$ cat src/rtl/pfengine_np_if.sv
// Handshake bundle for the prefetch engine: stride-op input channel and per-pipe DC/L2 request channels.
// A beat moves when valid is high and retry is low; the sender must hold valid and its payload while retry is high.
interface pfengine_np_if #(
    parameter int NPIPES   = 2,
    parameter int LINE_W   = 26,
    parameter int STRIDE_W = 8
);
    logic                       pfgtopfe_op_valid;
    logic                       pfgtopfe_op_retry;
    logic [LINE_W-1:0]          pfgtopfe_op_base;
    logic [STRIDE_W-1:0]        pfgtopfe_op_stride;
    logic [3:0]                 pfgtopfe_op_count;
    logic                       pfgtopfe_op_l2;
    logic [NPIPES-1:0]          pftodc_req_valid;
    logic [NPIPES-1:0]          pftodc_req_retry;
    logic [NPIPES*LINE_W-1:0]   pftodc_req_addr;
    logic [NPIPES-1:0]          pftol2_req_valid;
    logic [NPIPES-1:0]          pftol2_req_retry;
    logic [NPIPES*LINE_W-1:0]   pftol2_req_addr;
    logic                       gen_state;

    modport master (
        output pfgtopfe_op_valid, pfgtopfe_op_base, pfgtopfe_op_stride, pfgtopfe_op_count,
               pfgtopfe_op_l2, pftodc_req_retry, pftol2_req_retry,
        input  pfgtopfe_op_retry, pftodc_req_valid, pftodc_req_addr,
               pftol2_req_valid, pftol2_req_addr, gen_state
    );

    modport slave (
        input  pfgtopfe_op_valid, pfgtopfe_op_base, pfgtopfe_op_stride, pfgtopfe_op_count,
               pfgtopfe_op_l2, pftodc_req_retry, pftol2_req_retry,
        output pfgtopfe_op_retry, pftodc_req_valid, pftodc_req_addr,
               pftol2_req_valid, pftol2_req_addr, gen_state
    );
endinterface

$ cat src/rtl/pfengine_np.sv
// Stride prefetch engine: buffers ops in a FIFO, expands each into line requests,
// routes them by low address bits to NPIPES DC/L2 output slots, and keeps saturating statistics.
module pfengine_np #(
    parameter int NPIPES   = 2,
    parameter int DEPTH    = 4,
    parameter int LINE_W   = 26,
    parameter int STRIDE_W = 8,
    parameter int PAGE_SH  = 6,
    parameter int CNT_W    = 16
) (
    input  logic             clk,
    input  logic             reset,
    pfengine_np_if.slave     bus,
    output logic [CNT_W-1:0] pf_dc_issued,
    output logic [CNT_W-1:0] pf_l2_issued,
    output logic [CNT_W-1:0] pf_page_drops
);
    localparam int AW = $clog2(DEPTH);
    localparam int PW = (NPIPES > 1) ? $clog2(NPIPES) : 1;
    localparam int PG_W = LINE_W - PAGE_SH;

    typedef enum logic {IDLE = 1'b0, RUN = 1'b1} state_t;
    typedef struct packed {
        logic [LINE_W-1:0]   base;
        logic [STRIDE_W-1:0] stride;
        logic [3:0]          count;
        logic                l2;
    } op_t;

    state_t state_q, state_d;
    op_t    fifo_mem [DEPTH];
    logic [AW:0] wr_ptr, rd_ptr;
    logic full, empty, push, pop, issue, drop;
    op_t  head;

    logic [LINE_W-1:0]   cur_q;
    logic [PG_W-1:0]     basepg_q;
    logic [3:0]          rem_q;
    logic [STRIDE_W-1:0] stride_q;
    logic                l2_q;
    logic [PW-1:0]       pipe;
    logic                sel_valid, sel_retry;

    logic [NPIPES-1:0]             dc_valid, l2_valid, dc_load, l2_load, dc_xfer, l2_xfer;
    logic [NPIPES-1:0][LINE_W-1:0] dc_addr, l2_addr;
    logic [3:0]                    n_dc, n_l2;

    assign empty = (wr_ptr == rd_ptr);
    assign full  = (wr_ptr[AW] != rd_ptr[AW]) && (wr_ptr[AW-1:0] == rd_ptr[AW-1:0]);
    assign push  = bus.pfgtopfe_op_valid && !full;
    assign head  = fifo_mem[rd_ptr[AW-1:0]];

    assign bus.pfgtopfe_op_retry = full;
    assign bus.pftodc_req_valid  = dc_valid;
    assign bus.pftol2_req_valid  = l2_valid;
    assign bus.pftodc_req_addr   = dc_addr;
    assign bus.pftol2_req_addr   = l2_addr;
    assign bus.gen_state         = state_q;

    assign pipe      = (NPIPES == 1) ? '0 : cur_q[PW-1:0];
    assign sel_valid = l2_q ? l2_valid[pipe] : dc_valid[pipe];
    assign sel_retry = l2_q ? bus.pftol2_req_retry[pipe] : bus.pftodc_req_retry[pipe];
    assign dc_xfer   = dc_valid & ~bus.pftodc_req_retry;
    assign l2_xfer   = l2_valid & ~bus.pftol2_req_retry;

    always_ff @(posedge clk) begin
        if (reset) state_q <= IDLE;
        else       state_q <= state_d;
    end

    // A slot that is draining this cycle can be refilled in the same cycle.
    always_comb begin
        state_d = state_q;
        pop     = 1'b0;
        issue   = 1'b0;
        drop    = 1'b0;
        case (state_q)
            IDLE: if (!empty) begin
                pop     = 1'b1;
                state_d = RUN;
            end
            RUN: begin
                if (rem_q == 4'd0) begin
                    state_d = IDLE;
                end else if (cur_q[LINE_W-1:PAGE_SH] != basepg_q) begin
                    drop    = 1'b1;
                    state_d = IDLE;
                end else if (!sel_valid || !sel_retry) begin
                    issue = 1'b1;
                end
            end
            default: state_d = IDLE;
        endcase
    end

    always_comb begin
        dc_load = '0;
        l2_load = '0;
        n_dc    = '0;
        n_l2    = '0;
        if (issue) begin
            if (l2_q) l2_load[pipe] = 1'b1;
            else      dc_load[pipe] = 1'b1;
        end
        for (int i = 0; i < NPIPES; i++) begin
            n_dc = n_dc + {3'b000, dc_xfer[i]};
            n_l2 = n_l2 + {3'b000, l2_xfer[i]};
        end
    end

    function automatic logic [CNT_W-1:0] sat_add(input logic [CNT_W-1:0] a, input logic [3:0] b);
        logic [CNT_W:0] s;
        s = {1'b0, a} + {{(CNT_W-3){1'b0}}, b};
        return s[CNT_W] ? {CNT_W{1'b1}} : s[CNT_W-1:0];
    endfunction

    always_ff @(posedge clk) begin
        if (push) fifo_mem[wr_ptr[AW-1:0]] <= {bus.pfgtopfe_op_base, bus.pfgtopfe_op_stride,
                                               bus.pfgtopfe_op_count, bus.pfgtopfe_op_l2};
    end

    always_ff @(posedge clk) begin
        if (reset) begin
            wr_ptr        <= '0;
            rd_ptr        <= '0;
            cur_q         <= '0;
            basepg_q      <= '0;
            rem_q         <= '0;
            stride_q      <= '0;
            l2_q          <= 1'b0;
            dc_valid      <= '0;
            l2_valid      <= '0;
            dc_addr       <= '0;
            l2_addr       <= '0;
            pf_dc_issued  <= '0;
            pf_l2_issued  <= '0;
            pf_page_drops <= '0;
        end else begin
            if (push) wr_ptr <= wr_ptr + 1'b1;
            if (pop) begin
                rd_ptr   <= rd_ptr + 1'b1;
                cur_q    <= head.base;
                basepg_q <= head.base[LINE_W-1:PAGE_SH];
                rem_q    <= head.count;
                stride_q <= head.stride;
                l2_q     <= head.l2;
            end
            if (issue) begin
                cur_q <= cur_q + {{(LINE_W-STRIDE_W){stride_q[STRIDE_W-1]}}, stride_q};
                rem_q <= rem_q - 4'd1;
            end
            for (int p = 0; p < NPIPES; p++) begin
                if (dc_load[p]) begin
                    dc_valid[p] <= 1'b1;
                    dc_addr[p]  <= cur_q;
                end else if (dc_xfer[p]) begin
                    dc_valid[p] <= 1'b0;
                end
                if (l2_load[p]) begin
                    l2_valid[p] <= 1'b1;
                    l2_addr[p]  <= cur_q;
                end else if (l2_xfer[p]) begin
                    l2_valid[p] <= 1'b0;
                end
            end
            pf_dc_issued <= sat_add(pf_dc_issued, n_dc);
            pf_l2_issued <= sat_add(pf_l2_issued, n_l2);
            if (drop) pf_page_drops <= sat_add(pf_page_drops, rem_q);
        end
    end
endmodule
$ cat src/flat_wrapper.sv
// flat-port wrapper written by rule: the top's interface ports become plain ports
module pfengine_np_flat 
#(
    parameter int NPIPES   = 2,
    parameter int DEPTH    = 4,
    parameter int LINE_W   = 26,
    parameter int STRIDE_W = 8,
    parameter int PAGE_SH  = 6,
    parameter int CNT_W    = 16
)
  (clk, reset, pf_dc_issued, pf_l2_issued, pf_page_drops, bus_pfgtopfe_op_valid, bus_pfgtopfe_op_base, bus_pfgtopfe_op_stride, bus_pfgtopfe_op_count, bus_pfgtopfe_op_l2, bus_pftodc_req_retry, bus_pftol2_req_retry, bus_pfgtopfe_op_retry, bus_pftodc_req_valid, bus_pftodc_req_addr, bus_pftol2_req_valid, bus_pftol2_req_addr, bus_gen_state);
  pfengine_np_if #(.NPIPES(NPIPES), .LINE_W(LINE_W), .STRIDE_W(STRIDE_W)) bus_i ();
  input  logic clk;
  input  logic reset;
  output logic [CNT_W-1:0] pf_dc_issued;
  output logic [CNT_W-1:0] pf_l2_issued;
  output logic [CNT_W-1:0] pf_page_drops;
  input wire logic [$bits(bus_i.pfgtopfe_op_valid)-1:0] bus_pfgtopfe_op_valid;
  input wire logic [$bits(bus_i.pfgtopfe_op_base)-1:0] bus_pfgtopfe_op_base;
  input wire logic [$bits(bus_i.pfgtopfe_op_stride)-1:0] bus_pfgtopfe_op_stride;
  input wire logic [$bits(bus_i.pfgtopfe_op_count)-1:0] bus_pfgtopfe_op_count;
  input wire logic [$bits(bus_i.pfgtopfe_op_l2)-1:0] bus_pfgtopfe_op_l2;
  input wire logic [$bits(bus_i.pftodc_req_retry)-1:0] bus_pftodc_req_retry;
  input wire logic [$bits(bus_i.pftol2_req_retry)-1:0] bus_pftol2_req_retry;
  output wire logic [$bits(bus_i.pfgtopfe_op_retry)-1:0] bus_pfgtopfe_op_retry;
  output wire logic [$bits(bus_i.pftodc_req_valid)-1:0] bus_pftodc_req_valid;
  output wire logic [$bits(bus_i.pftodc_req_addr)-1:0] bus_pftodc_req_addr;
  output wire logic [$bits(bus_i.pftol2_req_valid)-1:0] bus_pftol2_req_valid;
  output wire logic [$bits(bus_i.pftol2_req_addr)-1:0] bus_pftol2_req_addr;
  output wire logic [$bits(bus_i.gen_state)-1:0] bus_gen_state;
  assign bus_i.pfgtopfe_op_valid = bus_pfgtopfe_op_valid;
  assign bus_i.pfgtopfe_op_base = bus_pfgtopfe_op_base;
  assign bus_i.pfgtopfe_op_stride = bus_pfgtopfe_op_stride;
  assign bus_i.pfgtopfe_op_count = bus_pfgtopfe_op_count;
  assign bus_i.pfgtopfe_op_l2 = bus_pfgtopfe_op_l2;
  assign bus_i.pftodc_req_retry = bus_pftodc_req_retry;
  assign bus_i.pftol2_req_retry = bus_pftol2_req_retry;
  assign bus_pfgtopfe_op_retry = bus_i.pfgtopfe_op_retry;
  assign bus_pftodc_req_valid = bus_i.pftodc_req_valid;
  assign bus_pftodc_req_addr = bus_i.pftodc_req_addr;
  assign bus_pftol2_req_valid = bus_i.pftol2_req_valid;
  assign bus_pftol2_req_addr = bus_i.pftol2_req_addr;
  assign bus_gen_state = bus_i.gen_state;
  pfengine_np #(.NPIPES(NPIPES), .DEPTH(DEPTH), .LINE_W(LINE_W), .STRIDE_W(STRIDE_W), .PAGE_SH(PAGE_SH), .CNT_W(CNT_W)) u_core (.clk(clk), .reset(reset), .bus(bus_i), .pf_dc_issued(pf_dc_issued), .pf_l2_issued(pf_l2_issued), .pf_page_drops(pf_page_drops));
endmodule
$ cat config.mk
export PLATFORM = sky130hd
export DESIGN_NAME = pfengine_np_flat
export DESIGN_NICKNAME = d
export VERILOG_FILES = /design/src/rtl/pfengine_np_if.sv /design/src/rtl/pfengine_np.sv /design/src/flat_wrapper.sv
export SDC_FILE = /design/constraint.sdc
export NUM_CORES = 1
export LEC_CHECK = 0
export CORE_ASPECT_RATIO = 1.5
export CORE_UTILIZATION = 60
export CTS_BUF_LIST = sky130_fd_sc_hd__clkbuf_8
export DETAILED_ROUTE_END_ITERATION = 10
export PLACE_DENSITY = 0.95
export REMOVE_ABC_BUFFERS = 1
export SLEW_MARGIN = 20
export SYNTH_ARGS = -nofsm -noshare
export SYNTH_HDL_FRONTEND = slang
export SYNTH_SLANG_ARGS = --single-unit
$ cat constraint.sdc
create_clock -name clk -period 4.55 [get_ports clk]
set_clock_uncertainty 0.05 [all_clocks]
set_input_delay 0.6825 -clock clk [delete_from_list [all_inputs] [get_ports clk]]
set_output_delay 0.6825 -clock clk [all_outputs]
set_load 0.02 [all_outputs]
Word level (Yosys, flattened, before mapping)
Memories as Yosys holds them, arrays and structs flattened. A register that Yosys moved wholly into a read port is not among the register bits.
Cells that the tools add are included.

storage, ports and cells
  register bits = 222
  bits in writable memories = 156
  output and inout port bits = 158
  memories kept = 1

operators by class
  add/subtract/negate cells = 9
  magnitude comparators = 2
  equal/unequal tests = 4
  multiplexer cells = 47
  bitwise operators = 5
  reduce and logical (&&, ||, !) cells = 13

memories
  memory           words  bits a word  rd ports  clocked after Yosys merged registers in  write ports  RTL line           RTL
  u_core.fifo_mem  4      39           1         1                                        1            pfengine_np.sv:31  op_t fifo_mem [DEPTH];

operator list
  operator             number
  $mux 26              2
  $add 16x4->17        3
  $mux 16              3
  $mux 1               32
  $add 26x26->26       1
  $ne 20x20->1         1
  $mux 2               6
  $reduce_bool 2->1    5
  $mux 4               2
  $add 3x1->3 const B  2
  $add 1x1->2          2
  $and 2x2->2          2
  $logic_not 4->1      1
  $not 2->2            2
  $sub 4x1->4 const B  1
  $eq 3x3->1           1
  $logic_and 1x1->1    3
  $logic_not 1->1      3
  $eq 2x2->1           1
  $lt 1x2->1 const B   1
  $pmux 1 s2           1
  $demux 1 s1          1
  $ge 1x1->1 const B   1
  $logic_or 1x1->1     1
  2 further kinds      2

Logic depth before layout (Yosys ltp)
  word-level depth = 11
  mapped depth = 12
  depth with buffers taken out = 12

Worst setup path after synthesis
No wires, ideal clock.

  path type = input-to-reg
  start point = input port bus_pftodc_req_retry[0]
  end point = register u_core.pf_dc_issued[10]
  library setup time = 0.070 ns
  arrival time = 2.812 ns
  slack = 1.618 ns
  stages = 12
  cells stage by stage = nor2b_1 ha_1 ha_1 inv_1 fa_1 nor2_1 nand3_1 nor2_1 and4_1 nand4_1 clkbuf_1 a21oi_1

on the way
  word-level cells in the longest chain between the ends = 5

ends and longest elaborated chain
  element               RTL line            RTL
  from (decl)           flat_wrapper.sv:23  input wire logic [$bits(bus_i.pftodc_req_retry)-1:0] bus_pftodc_req_retry;
  $not 2->2             pfengine_np.sv:63   assign dc_xfer = dc_valid & ~bus.pftodc_req_retry;
  $and 2x2->2           pfengine_np.sv:63
  $add 1x1->2           pfengine_np.sv:106  n_dc = n_dc + {3'b000, dc_xfer[i]};
  $add 16x4->17         pfengine_np.sv:113  s = {1'b0, a} + {{(CNT_W-3){1'b0}}, b};
  $mux 16               pfengine_np.sv:114  return s[CNT_W] ? {CNT_W{1'b1}} : s[CNT_W-1:0];
  to (signal assigned)  pfengine_np.sv:166  pf_dc_issued <= sat_add(pf_dc_issued, n_dc);
  to (decl)             pfengine_np.sv:14   output logic [CNT_W-1:0] pf_dc_issued,

Every way passes these cells.
A chain may end at the register's enable or synchronous reset.

Worst setup path after layout
  start point = input port bus_pftodc_req_retry[1]
  end point = register u_core.pf_dc_issued[6]

The elaborated chain is that of the path after synthesis.

==> impl_metrics.yaml <==
status:
  status: "complete, no violations"
finish:
  final_nets: 1750
  fillCellCount: 1591
  final_cells: 2034
  area_delta_synth_final_pct: 20.4
  drive_gt1_frac: 0.0841
logic_synthesis:
  synthSimpleGateAreaFrac: 0.136
  yosysSeqAreaShare: 0.578
  yosysWarningCount: 0
  ys_async_sr_fraction: 0
  synthAdderAreaFrac: 0.0374
  synth_cell_types: 66
  synth-compound-area-share: 0.122
  synth_top_area_cell: "edfxtp_1"
  synth_top_area_share: 0.295
  synth_common_cells: "nand2_1, dfxtp_1, a21oi_1"
  yosysMostFrequentCell: "nand2_1"
  synth-seq-cells: 380
  syn_inst: 1461
  synth_edf_count: 156
  synth_top_flop_cell: "dfxtp_1"
  synthTopCellsByArea: "edfxtp_1, dfxtp_1, a21oi_1"
  netlist_area_um2: 15900
  synth_mux_area_frac: 0.0587
  synth_top_family_by_area: "simple AND/OR/NAND/NOR gates"
  synth_xor_area_frac: 0.0387
  syn_area_per_cell_um2: 10.9
timing:
  finalHoldViolCount: 0
  post-route-period-util: 0.758
  whs_ps: 406
  setup-tns-final_ps: 0
  max_freq_mhz: 290
  worst_pin_slew_ps: 907
  rsz0062_at_grt: "no"
  period_minus_slack_ps: 3450
  setup_violations: 0
  slew_viol_final: 0
  timing.slew.headroom: 0.396
worst_setup_path:
  critical_path.max_fanout: 13
  crit_path_start: "bus_pftodc_req_retry[1]"
  rr_endpoint: "u_core.pf_dc_issued[6]$_SDFF_PP0_"
  rrSetupSlack_ps: 1260
  critPathKind: "in -> reg"
  critical_path_required_ps: 5020
  worstSetupStartpointType: "primary input"
  end_kind: "register"
  r2r_start: "u_core.bus.pftodc_req_valid[0]$_SDFFE_PP0P_"
  endpoint: "u_core.pf_dc_issued[6]$_SDFF_PP0_"
  rr_worst_depth: 11
  critPathArrivalTime_ps: 3920
floorplanning:
  dieArea_um2: 27100
  pin_count: 204
  initial_core_util: 0.613
  die_w_um: 135
  dieHeight_um: 201
  core_area_um2: 25900
  std_cell_rows: 72
clock_network:
  cts_max_path_buffers: 3
  clock_tree.htree_level_count: 2
  cts_tree: "done"
  ctsRootBufferMaster: "clkbuf_8"
  postCtsHoldBufs: 0
  cts_buffers: 52
  cts_resized: 0
  clock_sinks: 380
  cts_setup_buffers: 0
  clkTransAtPathRegs_ps: 70
  clock_latency_ps: 610
power:
  power.total_uw: 9290
  max-vdd-ir-drop_mv: 0.318
  cellPowerDensity_nw_per_um2: 487
  p_leak_uw: 0.00682
detailed_routing:
  first_iter_violations: 939
  drt-total-wl_um: 38700
  post_drt_wl_per_cell_um: 19.0
  viasPerCell: 6.03
  dr.pass1.iters: 7
  drc: 0
  postRouteAntennaNets: 0
  num_vias: 12300
global_route:
  grt_pass1_vias: 12000
  grtUsageMet1: 0.343
  grt_util_all_layers: 0.287
  grtUsageMet2: 0.485
  met3_usage: 0.0471
  grt_max_degree: 119
  grt-ovfl-total: 0
  grt_pass1_wl_um: 61400
  antenna_found_initial: 1
  busiest_layer: "met2"
hold_path:
  hp-start: "u_core.bus.pftodc_req_addr[13]$_SDFFE_PP0P_"
  hold_path.class: "reg -> reg"
placed_design:
  port_buffers: 203
  place_congestion: 0.897
  place_inst: 1938
  dp_hpwl_um: 26100
run:
  timing.max_cap.violations: 0
## layout make-up
class	count	area, µm²	area share
Antenna cell	1	2.50	0.000131
Clock buffer	58	798	0.0418
Clock inverter	37	190	0.00996
Inverter	23	87.6	0.00459
Multi-Input combinational cell	980	6240	0.327
Sequential cell	380	9170	0.480
Tap cell	333	417	0.0218
Timing Repair Buffer	222	2190	0.115
## worst max-delay path: stages
cell             delay, ps
clkdlybuf4s50_1        490
nor2b_1                 60
ha_1                   280
ha_1                   160
inv_1                   60
fa_1                   400
nor2_1                 220
nand3_1                140
nor2_1                 250
and4_1                 290
nand4_1                520
a21oi_1                360
## layout by cell type (no fill, tap or decap), types with 6 or more instances in the layout
master / count
a21oi_1: 217
clkdlybuf4s50_1: 202
nor2b_1: 9
edfxtp_1: 156
and2_1: 26
nand4_1: 7
inv_1: 43
nor3_1: 15
nand2_1: 284
nor2_1: 90
a31oi_1: 11
clkinv_1: 6
clkinv_2: 8
o21ai_0: 15
and3_1: 9
buf_4: 18
nand3_1: 18
a21o_1: 15
xnor2_1: 26
mux4_2: 40
clkbuf_8: 58
a211oi_1: 18
dfxtp_1: 223
ha_1: 41
xor2_1: 44
a311oi_1: 15
## metal layers
metal	vias up	share of wire
met1	5867	0.37
met2	612	0.50
met4	0	0.055
li1	5633	-
met5	-	0
met3	154	0.070
## where the power goes
part | internal, µW | switching (µW)
clock network | 1230 | 1220
logic | 1060 | 1430
registers | 3890 | 462
total | 6180 | 3120
## registers in the layout, indices dropped and copies added (netlist names), named ones only
register,count
u_core.bus.pftodc_req_addr,52
u_core.stride_q,8
u_core.pf_page_drops,16
u_core.bus.gen_state,1
u_core.rem_q,4
u_core.pf_dc_issued,16
u_core.l2_q,1
u_core.bus.pftol2_req_addr,52
u_core.bus.pftodc_req_valid,2
u_core.bus.pftol2_req_valid,2
u_core.wr_ptr,3
u_core.rd_ptr,3
u_core.pf_l2_issued,16
u_core.basepg_q,20
u_core.cur_q,26
u_core.fifo_mem,156
## through the flow
stage	area [µm²]	worst slack, ps	util
2_1_floorplan	15500	1470	-
3_3_place_gp	18100	839	0.700
3_5_place_dp	18100	604	0.700
4_1_cts	19100	1210	0.738
5_1_grt	19100	875	0.739
6_report	19100	1100	0.739
## worst min-delay path by stage
stage,slack [ps],cells after the start,endpoint
6_report,410,2,u_core.bus.pftodc_req_addr[13]$_SDFFE_PP0P_
5_1_grt,420,2,u_core.bus.pftol2_req_addr[40]$_SDFFE_PP0P_
4_1_cts,410,2,u_core.bus.pftodc_req_addr[11]$_SDFFE_PP0P_
3_5_place_dp,400,2,u_core.bus.pftodc_req_addr[28]$_SDFFE_PP0P_
3_3_place_gp,390,2,u_core.bus.pftol2_req_addr[39]$_SDFFE_PP0P_
2_1_floorplan,380,2,u_core.stride_q[0]$_SDFFE_PP0P_
## cells by family after synthesis
| logic type | Yosys count |
|---|---|
| xor+xnor | 70 |
| flops | 380 |
| buf+inv | 101 |
| compound gates | 331 |
| fa+ha+maj | 45 |
| mux | 43 |
| simple gates | 491 |
(Power assumes the default switching activity.)
